**src/rtl/cart_bus_arb_if.sv**
```systemverilog
// Cartridge bus arbiter signal bundle: requester-side channels plus the single cart port.
// Handshake: a requester holds req_rd/req_wr (with addr/din) as "valid" until its req_ack pulses;
// req_ack is the one-cycle completion ("ready"), and req_err qualifies that same pulse on timeout.
// On the cart side cart_rd/cart_wr are one-cycle strobes; cart_busy rising then falling marks completion.
interface cart_bus_arb_if #(
   parameter int NUM_REQ = 2,
   parameter int ADDR_W  = 16,
   parameter int DATA_W  = 8
);
   logic [NUM_REQ-1:0]        req_rd;
   logic [NUM_REQ-1:0]        req_wr;
   logic [NUM_REQ*ADDR_W-1:0] req_addr;
   logic [NUM_REQ*DATA_W-1:0] req_din;
   logic [DATA_W-1:0]         req_dout;
   logic [NUM_REQ-1:0]        req_ack;
   logic [NUM_REQ-1:0]        req_err;
   logic                      force_en;
   logic [2:0]                force_sel;
   logic [ADDR_W-1:0]         cart_addr;
   logic [DATA_W-1:0]         cart_din;
   logic                      cart_rd;
   logic                      cart_wr;
   logic [DATA_W-1:0]         cart_dout;
   logic                      cart_busy;

   modport slave (
      input  req_rd, req_wr, req_addr, req_din, force_en, force_sel, cart_dout, cart_busy,
      output req_dout, req_ack, req_err, cart_addr, cart_din, cart_rd, cart_wr
   );

   modport master (
      output req_rd, req_wr, req_addr, req_din, force_en, force_sel, cart_dout, cart_busy,
      input  req_dout, req_ack, req_err, cart_addr, cart_din, cart_rd, cart_wr
   );
endinterface

```
**src/rtl/cart_bus_arb.sv**
```systemverilog
// N-channel latched arbiter for the cartridge bus: round-robin or fixed priority,
// exclusive force mode and a busy timeout so a stuck cart cannot hang the bus.
module cart_bus_arb #(
   parameter int NUM_REQ = 2,
   parameter int ADDR_W  = 16,
   parameter int DATA_W  = 8,
   parameter int RR_MODE = 1,
   parameter int TIMEOUT = 255
) (
   input  logic             clk_8m,
   input  logic             rst,
   cart_bus_arb_if.slave    bus,
   output logic [1:0]       o_dbg_state
);

   typedef enum logic [1:0] {
      S_IDLE      = 2'd0,
      S_ISSUE     = 2'd1,
      S_WAIT_BUSY = 2'd2,
      S_WAIT_DONE = 2'd3
   } state_t;

   localparam int IDX_W = (NUM_REQ > 1) ? $clog2(NUM_REQ) : 1;
   // The counter only ever needs to hold 0..TIMEOUT-1.
   localparam int CNT_W = (TIMEOUT > 1) ? $clog2(TIMEOUT) : 1;
   localparam logic [CNT_W-1:0] TO_LAST  = CNT_W'((TIMEOUT > 0) ? TIMEOUT - 1 : 0);
   localparam logic [IDX_W-1:0] LAST_RST = IDX_W'(NUM_REQ - 1);

   state_t              r_state;
   state_t              w_state_nxt;
   logic [IDX_W-1:0]    r_last;
   logic                r_op_wr;
   logic [ADDR_W-1:0]   r_addr;
   logic [DATA_W-1:0]   r_din;
   logic                r_rd;
   logic                r_wr;
   logic [DATA_W-1:0]   r_dout;
   logic [NUM_REQ-1:0]  r_ack;
   logic [NUM_REQ-1:0]  r_err;
   logic [CNT_W-1:0]    r_cnt;

   logic [NUM_REQ-1:0]  w_req;
   logic [NUM_REQ-1:0]  w_elig;
   logic                w_found;
   logic [IDX_W-1:0]    w_pick;
   logic                w_pick_wr;
   logic [ADDR_W-1:0]   w_pick_addr;
   logic [DATA_W-1:0]   w_pick_din;
   logic [NUM_REQ-1:0]  w_gnt_oh;
   logic                w_timeout;
   logic                w_grant;
   logic                w_clr_cnt;
   logic                w_done;
   logic                w_err;
   logic                w_cap;

   // Force mode narrows eligibility to one requester; an out-of-range index leaves nobody eligible.
   always_comb begin
      w_req  = bus.req_rd | bus.req_wr;
      w_elig = w_req;
      if (bus.force_en) begin
         w_elig = '0;
         if (int'(bus.force_sel) < NUM_REQ) begin
            w_elig[IDX_W'(bus.force_sel)] = w_req[IDX_W'(bus.force_sel)];
         end
      end
   end

   always_comb begin
      int v_start;
      int v_idx;
      w_found = 1'b0;
      w_pick  = '0;
      v_start = (RR_MODE != 0) ? (int'(r_last) + 1) % NUM_REQ : 0;
      v_idx   = 0;
      for (int k = 0; k < NUM_REQ; k++) begin
         v_idx = (v_start + k) % NUM_REQ;
         if (!w_found && w_elig[IDX_W'(v_idx)]) begin
            w_found = 1'b1;
            w_pick  = IDX_W'(v_idx);
         end
      end
   end

   assign w_pick_wr   = bus.req_wr[w_pick];
   assign w_pick_addr = bus.req_addr[int'(w_pick)*ADDR_W +: ADDR_W];
   assign w_pick_din  = bus.req_din[int'(w_pick)*DATA_W +: DATA_W];

   always_comb begin
      w_gnt_oh         = '0;
      w_gnt_oh[r_last] = 1'b1;
   end

   assign w_timeout = (TIMEOUT != 0) && (r_cnt == TO_LAST);

   always_ff @(posedge clk_8m) begin
      if (rst) begin
         r_state <= S_IDLE;
      end else begin
         r_state <= w_state_nxt;
      end
   end

   always_comb begin
      w_state_nxt = r_state;
      w_grant     = 1'b0;
      w_clr_cnt   = 1'b0;
      w_done      = 1'b0;
      w_err       = 1'b0;
      w_cap       = 1'b0;
      case (r_state)
         S_IDLE: begin
            if (w_found) begin
               w_grant     = 1'b1;
               w_state_nxt = S_ISSUE;
            end
         end
         S_ISSUE: begin
            w_clr_cnt   = 1'b1;
            w_state_nxt = S_WAIT_BUSY;
         end
         S_WAIT_BUSY: begin
            if (bus.cart_busy) begin
               w_clr_cnt   = 1'b1;
               w_state_nxt = S_WAIT_DONE;
            end else if (w_timeout) begin
               w_done      = 1'b1;
               w_err       = 1'b1;
               w_state_nxt = S_IDLE;
            end
         end
         S_WAIT_DONE: begin
            // A normal completion wins over a timeout landing on the same cycle.
            if (!bus.cart_busy) begin
               w_done      = 1'b1;
               w_cap       = !r_op_wr;
               w_state_nxt = S_IDLE;
            end else if (w_timeout) begin
               w_done      = 1'b1;
               w_err       = 1'b1;
               w_state_nxt = S_IDLE;
            end
         end
         default: w_state_nxt = S_IDLE;
      endcase
   end

   always_ff @(posedge clk_8m) begin
      if (rst) begin
         r_last  <= LAST_RST;
         r_op_wr <= 1'b0;
         r_addr  <= '0;
         r_din   <= '0;
         r_rd    <= 1'b0;
         r_wr    <= 1'b0;
         r_dout  <= '0;
         r_ack   <= '0;
         r_err   <= '0;
         r_cnt   <= '0;
      end else begin
         r_rd  <= w_grant & ~w_pick_wr;
         r_wr  <= w_grant & w_pick_wr;
         r_ack <= w_done ? w_gnt_oh : '0;
         r_err <= w_err ? w_gnt_oh : '0;
         // r_last doubles as the grant index of the transaction in flight.
         if (w_grant) begin
            r_last  <= w_pick;
            r_op_wr <= w_pick_wr;
            r_addr  <= w_pick_addr;
            r_din   <= w_pick_din;
         end
         if (w_cap) begin
            r_dout <= bus.cart_dout;
         end
         if (w_clr_cnt) begin
            r_cnt <= '0;
         end else if ((TIMEOUT != 0) &&
                      ((r_state == S_WAIT_BUSY) || (r_state == S_WAIT_DONE))) begin
            r_cnt <= r_cnt + 1'b1;
         end
      end
   end

   assign bus.cart_rd   = r_rd;
   assign bus.cart_wr   = r_wr;
   assign bus.cart_addr = r_addr;
   assign bus.cart_din  = r_din;
   assign bus.req_dout  = r_dout;
   assign bus.req_ack   = r_ack;
   assign bus.req_err   = r_err;
   assign o_dbg_state   = r_state;

endmodule

```
**src/flat_wrapper.sv**
```systemverilog
// flat-port wrapper written by rule: the top's interface ports become plain ports
module cart_bus_arb_flat 
#(
   parameter int NUM_REQ = 2,
   parameter int ADDR_W  = 16,
   parameter int DATA_W  = 8,
   parameter int RR_MODE = 1,
   parameter int TIMEOUT = 255
)
  (clk_8m, rst, o_dbg_state, bus_req_rd, bus_req_wr, bus_req_addr, bus_req_din, bus_force_en, bus_force_sel, bus_cart_dout, bus_cart_busy, bus_req_dout, bus_req_ack, bus_req_err, bus_cart_addr, bus_cart_din, bus_cart_rd, bus_cart_wr);
  cart_bus_arb_if #(.NUM_REQ(NUM_REQ), .ADDR_W(ADDR_W), .DATA_W(DATA_W)) bus_i ();
  input  logic clk_8m;
  input  logic rst;
  output logic [1:0] o_dbg_state;
  input wire logic [$bits(bus_i.req_rd)-1:0] bus_req_rd;
  input wire logic [$bits(bus_i.req_wr)-1:0] bus_req_wr;
  input wire logic [$bits(bus_i.req_addr)-1:0] bus_req_addr;
  input wire logic [$bits(bus_i.req_din)-1:0] bus_req_din;
  input wire logic [$bits(bus_i.force_en)-1:0] bus_force_en;
  input wire logic [$bits(bus_i.force_sel)-1:0] bus_force_sel;
  input wire logic [$bits(bus_i.cart_dout)-1:0] bus_cart_dout;
  input wire logic [$bits(bus_i.cart_busy)-1:0] bus_cart_busy;
  output wire logic [$bits(bus_i.req_dout)-1:0] bus_req_dout;
  output wire logic [$bits(bus_i.req_ack)-1:0] bus_req_ack;
  output wire logic [$bits(bus_i.req_err)-1:0] bus_req_err;
  output wire logic [$bits(bus_i.cart_addr)-1:0] bus_cart_addr;
  output wire logic [$bits(bus_i.cart_din)-1:0] bus_cart_din;
  output wire logic [$bits(bus_i.cart_rd)-1:0] bus_cart_rd;
  output wire logic [$bits(bus_i.cart_wr)-1:0] bus_cart_wr;
  assign bus_i.req_rd = bus_req_rd;
  assign bus_i.req_wr = bus_req_wr;
  assign bus_i.req_addr = bus_req_addr;
  assign bus_i.req_din = bus_req_din;
  assign bus_i.force_en = bus_force_en;
  assign bus_i.force_sel = bus_force_sel;
  assign bus_i.cart_dout = bus_cart_dout;
  assign bus_i.cart_busy = bus_cart_busy;
  assign bus_req_dout = bus_i.req_dout;
  assign bus_req_ack = bus_i.req_ack;
  assign bus_req_err = bus_i.req_err;
  assign bus_cart_addr = bus_i.cart_addr;
  assign bus_cart_din = bus_i.cart_din;
  assign bus_cart_rd = bus_i.cart_rd;
  assign bus_cart_wr = bus_i.cart_wr;
  cart_bus_arb #(.NUM_REQ(NUM_REQ), .ADDR_W(ADDR_W), .DATA_W(DATA_W), .RR_MODE(RR_MODE), .TIMEOUT(TIMEOUT)) u_core (.clk_8m(clk_8m), .rst(rst), .bus(bus_i), .o_dbg_state(o_dbg_state));
endmodule
```
**config.mk**
```make
export PLATFORM = sky130hd
export DESIGN_NAME = cart_bus_arb_flat
export DESIGN_NICKNAME = d
export VERILOG_FILES = /design/src/rtl/cart_bus_arb_if.sv /design/src/rtl/cart_bus_arb.sv /design/src/flat_wrapper.sv
export SDC_FILE = /design/constraint.sdc
export NUM_CORES = 1
export LEC_CHECK = 0
export CAP_MARGIN = 10
export CELL_PAD_IN_SITES_DETAIL_PLACEMENT = 1
export CELL_PAD_IN_SITES_GLOBAL_PLACEMENT = 1
export CORE_ASPECT_RATIO = 0.5
export CORE_MARGIN = 1.5
export CORE_UTILIZATION = 26
export DETAILED_ROUTE_END_ITERATION = 10
export PLACE_DENSITY_LB_ADDON = 0.1
export SLEW_MARGIN = 5
export SYNTH_ARGS = -nofsm -noshare
export SYNTH_HDL_FRONTEND = slang
export SYNTH_SLANG_ARGS = --single-unit
export TNS_END_PERCENT = 50
```
**constraint.sdc**
```tcl
create_clock -name clk_8m -period 1.5 [get_ports clk_8m]
set_input_delay 0.225 -clock clk_8m [delete_from_list [all_inputs] [get_ports clk_8m]]
set_output_delay 0.225 -clock clk_8m [all_outputs]
set_load 0.01 [all_outputs]
```
## Yosys cells after proc, flatten, opt, wreduce, memory -nomap -nowiden

Cells that the tools add are included.

- Flip-flop bits (word level): 50
- Bits of input ports: 67

- Add/subtract/negate cells: 3
- Muxes and demuxes: 35
- Shift-type cells: 2
- $lt $le $gt $ge: 8
- Reductions and logical operators: 10
- Bitwise logic cells: 7
- Equality and inequality tests: 5

Operator list:

| operator | count |
|---|---|
| 32-bit by 6-bit indexed part select with 16-bit output | 1 |
| 1-bit 2-to-1 mux | 25 |
| 16-bit by 5-bit indexed part select with 8-bit output | 1 |
| 8-bit by 1-bit adder with 8-bit output (second input constant) | 1 |
| 8-bit == test (second input constant) | 1 |
| 2-bit 2-to-1 mux | 4 |
| 2-bit case mux with 4 select lines | 1 |
| 1-bit by 2-bit < comparator with 1-bit output (second input constant) | 3 |
| 1-bit by 3-bit < comparator with 1-bit output (second input constant) | 2 |
| 1-bit case mux with 2 select lines | 3 |
| 2-bit OR reduction | 3 |
| 2-bit == test (second input constant) | 2 |
| 1-bit bitwise AND | 3 |
| 1-bit logical AND | 3 |
| 3-bit by 2-bit < comparator with 1-bit output (second input constant) | 1 |
| 1-bit inverter | 3 |
| 1-bit adder (second input constant) | 2 |
| 1-bit demux with 1-bit select | 2 |
| 2-bit by 1-bit == test with 1-bit output (second input constant) | 1 |
| 1-bit greater-or-equal comparator (second input constant) | 2 |
| 1-bit zero test | 2 |
| 2-bit zero test | 1 |
| 2-bit by 1-bit inequality test with 1-bit output (second input constant) | 1 |
| 2-bit OR | 1 |
| 1-bit logical OR | 1 |

## Logic depth before layout (Yosys ltp)

- Depth after elaboration: 17
- Mapped depth: 7

## Least setup slack after synthesis

No wires, ideal clock.

- Kind: reg2reg
- Start: register u_core.r_state[0], in the netlist u_core.o_dbg_state[0]
- End: register u_core.r_cnt[4]
- Cell stages (with the launch flop): 8
- Slack: -108 ps
- Arrival: 1487 ps
- Library setup time: 120 ps
- Buffers on the path: 1
- Cells stage by stage: dfxtp_1 -> inv_1 -> ha_1 -> or2_2 -> clkbuf_1 -> nand4_1 -> xor2_1 -> nor2_1

- Word-level cells in the longest chain between the ends: 3
- Elaborated cells on any way between the ends: 6

Ends and longest elaborated chain:

| element | line | source |
|---|---|---|
| start, declared | cart_bus_arb.sv:29 | `state_t r_state;` |
| start signal, assigned | cart_bus_arb.sv:100 | `r_state <= w_state_nxt;` |
| 2-bit == test or 2-bit by 1-bit == test with 1-bit output (tied branches) | cart_bus_arb.sv:111, cart_bus_arb.sv:178 |  |
| 1-bit case mux with 2 select lines | cart_bus_arb.sv:111 | `case (r_state)` |
| 2-bit OR reduction (no source line) | n/a |  |
| end signal, assigned | cart_bus_arb.sv:179 | `r_cnt <= r_cnt + 1'b1;` |
| end, declared | cart_bus_arb.sv:40 | `logic [CNT_W-1:0] r_cnt;` |

Parallel ways exist; a longest one is shown, timed or not.
A chain may end at the register's enable or synchronous reset.

## Final worst setup path

- Start: register u_core.r_state[0], in the netlist u_core.o_dbg_state[0]
- End: output o_dbg_state[0]

RTL lines:

| element | line | source |
|---|---|---|
| end, declared | flat_wrapper.sv:14 | `output logic [1:0] o_dbg_state;` |

No word-level cell between the ends.

==> summary.txt <==
Global route
  – GRT Max-Usage Layer: met2
  – Largest net degree at the start of global routing: 15
  – GR Util met3: 0.04580
  – Routing usage on met2: 0.2814
  – Vias in the first global route: about 2100
  – Global-route total usage across every layer: 0.1455
  – GRT overflow: 0
  – GRT met1 Usage: 0.1590
  – Initial antenna violation count: 0
  – First-pass GRT wire length: roughly 10000 um

Placement
  – Placed cells: 447
  – IO Port Bufs: around 110
  – HPWL after DPL: slightly above 5000 um
  – Gpl congestion: just over 0.7
  – Dpl cell area: 3443 um2

STA
  – Final min period: 1.442 ns
  – Fin. max-slew vios: 0
  – Setup Skew: between 0.005 and 0.006 ns
  – RSZ-0062 raised after global routing: false
  – Ratio of final minimum period to clock period: 0.9613
  – Final hold vios: 0
  – Highest clock rate: slightly below 700 MHz
  – Worst-Margin Slew: roughly 0.35 ns
  – # setup viols final: 0
  – Relative slew slack: 0.7696

Worst setup path
  – Critical Path Source Type: flop
  – Crit Path Max Fanout: 4
  – Flop2flop setup slack: between 0.05 and 0.06 ns
  – CP Capture Type: output port
  – WP data arrival: around 1.2 ns
  – Reg2Reg Launch Point: u_core.o_dbg_state[1]
  – Crit-path cells: clkdlybuf4s50_1
  – Bufs and invs on worst path: 1
  – Max stage delay cell, worst path: clkdlybuf4s50_1
  – CP delay by family, top: buffers and inverters
  – Slowest stage delay, CP: ~0.54 ns
  – Critical Path Stages: 1
  – Critical Path Start: u_core.o_dbg_state[0]
  – R2R cell count: 8
  – CP Class: flop to output port
  – Worst Path Required: 1.27 ns

Min path
  – Hold path depth: 4
  – Worst Hold Class: primary input to flop
  – Hold Crit Start: bus_force_sel[2]

Layout
  – N_diodes: 0
  – Final Non-Filler Cells: between 400 and 500
  – Area Growth Syn to Fin: 73.24%
  – Layout cell share with drive strength beyond 1: 0.1268
  – Commonest non-fill, non-tap cell in the layout: clkdlybuf4s50_1
  – Fin area: ~3800 um2
  – Final core utilization: 0.4665
  – Layout fillers: ~900
  – Most frequent cells in the layout: clkdlybuf4s50_1 (103), dfxtp_1 (48), mux2i_1 (32), nand2_1 (27), nor2_1 (26)
  – Final net count: 420

Floorplanning
  – Num ports: roughly 110
  – Initial Utilization: 0.2693
  – FP Rows: 23
  – Die Span Y: 67.60 um
  – Die width: 132.2 um
  – Die Area: a little under 9000 um2
  – Core Area: between 8000 and 9000 um2

Clocking
  – CTS Buffer Depth: 2
  – Num CTS Buffers: 5
  – Clock Latency Late Sink: slightly below 0.3 ns
  – Clock Sinks: 50
  – Root Buffer: clkbuf_16
  – CTS HTree Levels: 2
  – CTS Hold Buffers Added: 0
  – TritonCTS clock tree: yes
  – Reg clk slew, reported paths: 0.06 ns

Routing
  – WL per Instance: approximately 14 um
  – Vias per cell: 4.397
  – DR vias: ~2000
  – Final WL: roughly 6600 um
  – DRC errors left: 0
  – Pre-Repair DR Iteration Count: 2
  – DRT iter0 DRCs: 30
  – Routed Antenna Nets: 0

Yosys
  – Post-Synthesis Net Count: 300
  – Library cells used by synthesis: 36
  – Synthesized cell area: between 2000 and 2500 um2
  – Yosys warns: 0
  – Area share of the largest cell type after synthesis: 0.4614
  – Area contributors post-synth: dfxtp_1 (46%), mux2i_1 (15%), nand2_1 (4.7%), nor2_1 (4.5%), ha_1 (4.0%)
  – Synth area leader: dfxtp_1
  – Mapped Cells: about 230
  – Synth Register Bits: 50
  – Register area share after synthesis: 0.4614
  – Avg Cell Area, Syn: 9.600 um2

Pwr
  – Pwr Density: 1283 nW/um2
  – Peak VDD IR: approximately 0.00057 V
  – LEAKAGE: 0.001510 uW

Status
  – Status: finished, final reports clean

Flow run
  – Number of max-cap violations: 0
-- final cells by class --
cell class | count | area, um2 | share of cell area
Inverter | 4 | 17.52 | 0.004660
Multi-Input combinational cell | 162 | 1154 | 0.3069
Clock inverter | 1 | 30.03 | 0.007989
Sequential cell | 50 | 1008 | 0.2683
Tap cell | 112 | 140.1 | 0.03728
Timing Repair Buffer | 123 | 1276 | 0.3395
Clock buffer | 7 | 132.6 | 0.03529
-- routing by layer --
| metal | wire (um) | vias to the layer above |
|---|---|---|
| li1 | - | 1012 |
| met1 | 2785 | 958 |
| met2 | 3423 | 40 |
| met3 | 293 | 8 |
| met4 | 63 | 0 |
| met5 | 0 | - |
-- worst paths after layout --
kind / end
worst max-delay path: o_dbg_state[0]
worst max register to register: u_core.bus.cart_addr[12]
worst min-delay path: u_core.bus.cart_wr
worst min register to register: u_core.bus.cart_din[1]
-- where the power goes --
| part | switching [uW] | total, uW | internal [uW] |
|---|---|---|---|
| Sequential | 171 | 1720 | 1550 |
| Clock | 474 | 1260 | 789 |
| Combinational | 808 | 1840 | 1030 |
| Total | 1450 | 4820 | 3370 |
-- stage by stage --
| step | total power, uW | worst slack, ns | hold WS [ns] | setup TNS (ns) |
|---|---|---|---|---|
| after floorplan | 2570 | 0.01455 | 0.3722 | 0 |
| after global placement | 3333 | -0.1873 | 0.4333 | -4.679 |
| after detailed placement | 3391 | -0.2866 | 0.4438 | -6.486 |
| after CTS | 4685 | 0.01162 | 0.4527 | 0 |
| after global routing | 5132 | 0.007997 | 0.4412 | 0 |
| final | 4823 | 0.05811 | 0.4204 | 0 |
-- registers in the layout (all words and copies together), names as in the netlist --
signal	cells
u_core.bus.cart_addr	16
u_core.bus.cart_din	8
u_core.bus.req_dout	8
u_core.r_cnt	8
u_core.bus.req_ack	2
u_core.bus.req_err	2
u_core.o_dbg_state	2
u_core.bus.cart_rd	1
u_core.bus.cart_wr	1
u_core.r_last	1
u_core.r_op_wr	1
-- repair_timing --
item,in CTS,in global routing
pin swaps,0,2
setup buffers,0,2
setup endpoints to repair,21,42
cloned,0,2
resized for setup,2,25
-- cell families after synthesis --
group | count (synthesis) | synth area share
DFF | 50 | 0.4614
muxes | 32 | 0.1476
and+or+nand+nor | 75 | 0.1626
buffers and inverters | 14 | 0.03632
xor gates and xnor gates | 8 | 0.03229
adders and majority gates | 7 | 0.04037
AOI/OAI and AO/OA | 40 | 0.1194
-- Yosys cell counts --
cell type,n
nand4_1,3
a211oi_1,1
nand2_1,27
dfxtp_1,50
a21o_1,2
buf_2,3
a31oi_1,2
nor2_2,1
o21a_1,1
nand3b_1,1
nor2b_1,1
and3_1,1
clkbuf_1,3
nand3_1,2
o21ai_0,16
a21oi_1,1
xor2_1,4
o31a_1,2
buf_6,2
inv_1,4
mux2i_1,32
nand2b_1,5
o31ai_4,1
o21ai_1,11
a31oi_4,1
buf_4,2
o31ai_1,1
nand4b_4,1
nor3_1,3
or2_2,2
o2111ai_1,1
nor2_1,26
nor3_2,1
ha_1,7
and2_1,1
xnor2_1,4
No activity file was read; power rests on OpenSTA's default activity.
==> RTL change: new RTL, config.mk and constraints unchanged <==
Register the output `o_dbg_state` once more, without a reset; this adds one clock of latency there. The other outputs are not delayed to match.
--- a/src/rtl/cart_bus_arb.sv
+++ b/src/rtl/cart_bus_arb.sv
@@ -188,7 +188,9 @@
    assign bus.req_dout  = r_dout;
    assign bus.req_ack   = r_ack;
    assign bus.req_err   = r_err;
-   assign o_dbg_state   = r_state;
+   always_ff @(posedge clk_8m) begin
+      o_dbg_state <= r_state;
+   end
 
 endmodule
 
Behaviour: not the same (a bounded check fails within 4 cycles, from zero or initial values and one cycle with rst high).
==> RTL change against the original RTL <==
  * Core utilization about the same
  * Largest cell class unchanged
  * Wire length down 2.2%
  * Setup slack worse by 0.016 ns
  * Critical endpoint is now u_core.bus.cart_addr[0]$_SDFFE_PP0P_
  * Power down 15%
  * Sequential cell count up 2
  * Synthesized area up 1.1%
  * Cell area up 0.37%
  * Critical path type is now in -> reg
  * Sequential power down 5%
==> RTL change: results (changes against the original RTL) <==
[status]
status = complete, no violations

[grt]
grt_usage_pct = 14.8  ; +0.28 points
grt_pass1_vias = 2050  ; -1.0%
antenna_found_initial = 0  ; unchanged
grt_max_degree = 19  ; +4
grt_pass1_wl_um = 10200  ; +1.0%

[timing]
slew_headroom_pct = 75.5  ; -1.5 points
period_share_pct = 97.2  ; +1.1 points
fin_skew_ns = 0.00312  ; -0.00217 ns
whs_ns = 0.442  ; +0.0218 ns

[placed_design]
place.gp.congestion = 0.763  ; +6.8%
portBuffers = 105  ; unchanged
place_ws_ns = -0.295  ; -0.00860 ns
place_hpwl_um = 5070  ; about the same
place_area_sq_um = 3530  ; +2.6%

[power]
p_leak_nw = 1.53  ; +1.2%
power.switching_mw = 1.11  ; -24%
ir_worst_vdd_mv = 0.476  ; -16%

[cts]
h-tree-depth = 2  ; unchanged
cts_buffer_depth = 2  ; unchanged
clkTransAtPathRegs_ns = 0.07
clockRootBuffer = clkbuf_16
clk_latency_ns = 0.29  ; about the same
cts_made_buffers = 5  ; unchanged

[logic_synthesis]
synth_nets = 299  ; -0.33%
synth-seq-area-share_pct = 47.5  ; +1.3 points
synth.area.top_cells = dfxtp_1, mux2i_1, o21ai_0, nand2_1, ha_1
synthTopCellsByCount = dfxtp_1, mux2i_1, nand2_1
yosysWarnings = 0  ; unchanged
ys_types = 38  ; +5.6%
ys_async_sr_fraction_pct = 0  ; unchanged

[finish]
largest_reg_flops = 16  ; unchanged
nets = 421  ; +0.24%
drive_gt1_share_pct = 13.2  ; +0.54 points
diodes = 0  ; unchanged

[detailed_routing]
drt-initial-drc-count = 49  ; +63%
wl_per_cell_um = 14.0  ; -2.4%
via_per_inst = 4.46  ; +1.5%
first_pass_iters = 4  ; +2

[critical_path]
worst-path-max-fanout = 7  ; +3
reg2reg_slack_ns = 0.05
arrival_ns = 1.66  ; +0.44 ns
max_stage_delay_ns = 0.44  ; -0.10 ns
slowest_stage = clkdlybuf4s50_1

[hold_path]
hold_class = reg -> reg

## RTL change: path summary, 6_finish.rpt
| kind | from | to | depth (start not counted) |
|---|---|---|---|
| max reg2reg | u_core.r_state[1]$_SDFFE_PP0P_ | u_core.r_state[1]$_SDFFE_PP0P_ | 5 |
| min reg2reg | u_core.r_state[1]$_SDFFE_PP0P_ | u_core.o_dbg_state[1]$_DFF_P_ | 0 |
| min | u_core.r_state[1]$_SDFFE_PP0P_ | u_core.o_dbg_state[1]$_DFF_P_ | 0 |
| max | bus_force_sel[1] | u_core.bus.cart_addr[0]$_SDFFE_PP0P_ | 6 |
## RTL change: power by group through the flow
| stage | Combinational (mW) | Sequential [mW] | Clock [mW] |
|---|---|---|---|
| final | 1.21 | 1.63 | 1.28 |
| after global routing | 1.31 | 1.65 | 1.38 |
| after CTS | 1.20 | 1.62 | 1.33 |
| after detailed placement | 1.18 | 1.65 | 0 |
| after global placement | 1.14 | 1.64 | 0 |
| after floorplan | 0.488 | 1.68 | 0 |
## RTL change: repair_timing
action	in CTS	in global routing
pin swaps	0	1
setup buffers	2	0
gates cloned	0	0
resized for setup	6	9
endpoints found under the setup margin	19	23
## RTL change: cell families after synthesis
kind of cell / Yosys count / share of synthesized area [%]
AO/OA/AOI/OAI: 44 / 12.8
XOR/XNOR: 7 / 2.80
adder cells (fa/ha/maj): 7 / 3.99
buffers and inverters: 13 / 2.62
flip-flops: 52 / 47.5
multiplexers: 32 / 14.6
AND/OR/NAND/NOR: 70 / 15.7
## RTL change: worst max-delay path: cells and delay by family
| kind | cells | cell delay, ns |
|---|---|---|
| AND/OR/NAND/NOR | 1 | 0.14 |
| buffers and inverters | 3 | 0.79 |
| AO/OA/AOI/OAI | 2 | 0.50 |
## RTL change: through the flow
stage	util, %	instances
final	46.7	460
after global routing	46.7	460
after CTS	46.0	460
after detailed placement	43.7	450
after global placement	43.7	450
after floorplan	-	225
## RTL change: routing by layer
| metal | global-route usage (%) | routed length (um) | up-vias |
|---|---|---|---|
| met2 | 28.2 | 3390 | 49 |
| met5 | 0 | 0 | - |
| met4 | 4.95 | 70 | 0 |
| li1 | - | - | 1019 |
| met1 | 15.7 | 2540 | 977 |
| met3 | 5.41 | 425 | 7 |
## RTL change: cell type report
| type | count | area (sq um) |
|---|---|---|
| Clock buffer | 6 | 129 |
| Clock inverter | 2 | 35.0 |
| Fill cell | 900 | 4310 |
| Inverter | 4 | 15.0 |
| Multi-Input combinational cell | 160 | 1150 |
| Sequential cell | 52 | 1050 |
| Tap cell | 112 | 140 |
| Timing Repair Buffer | 124 | 1260 |
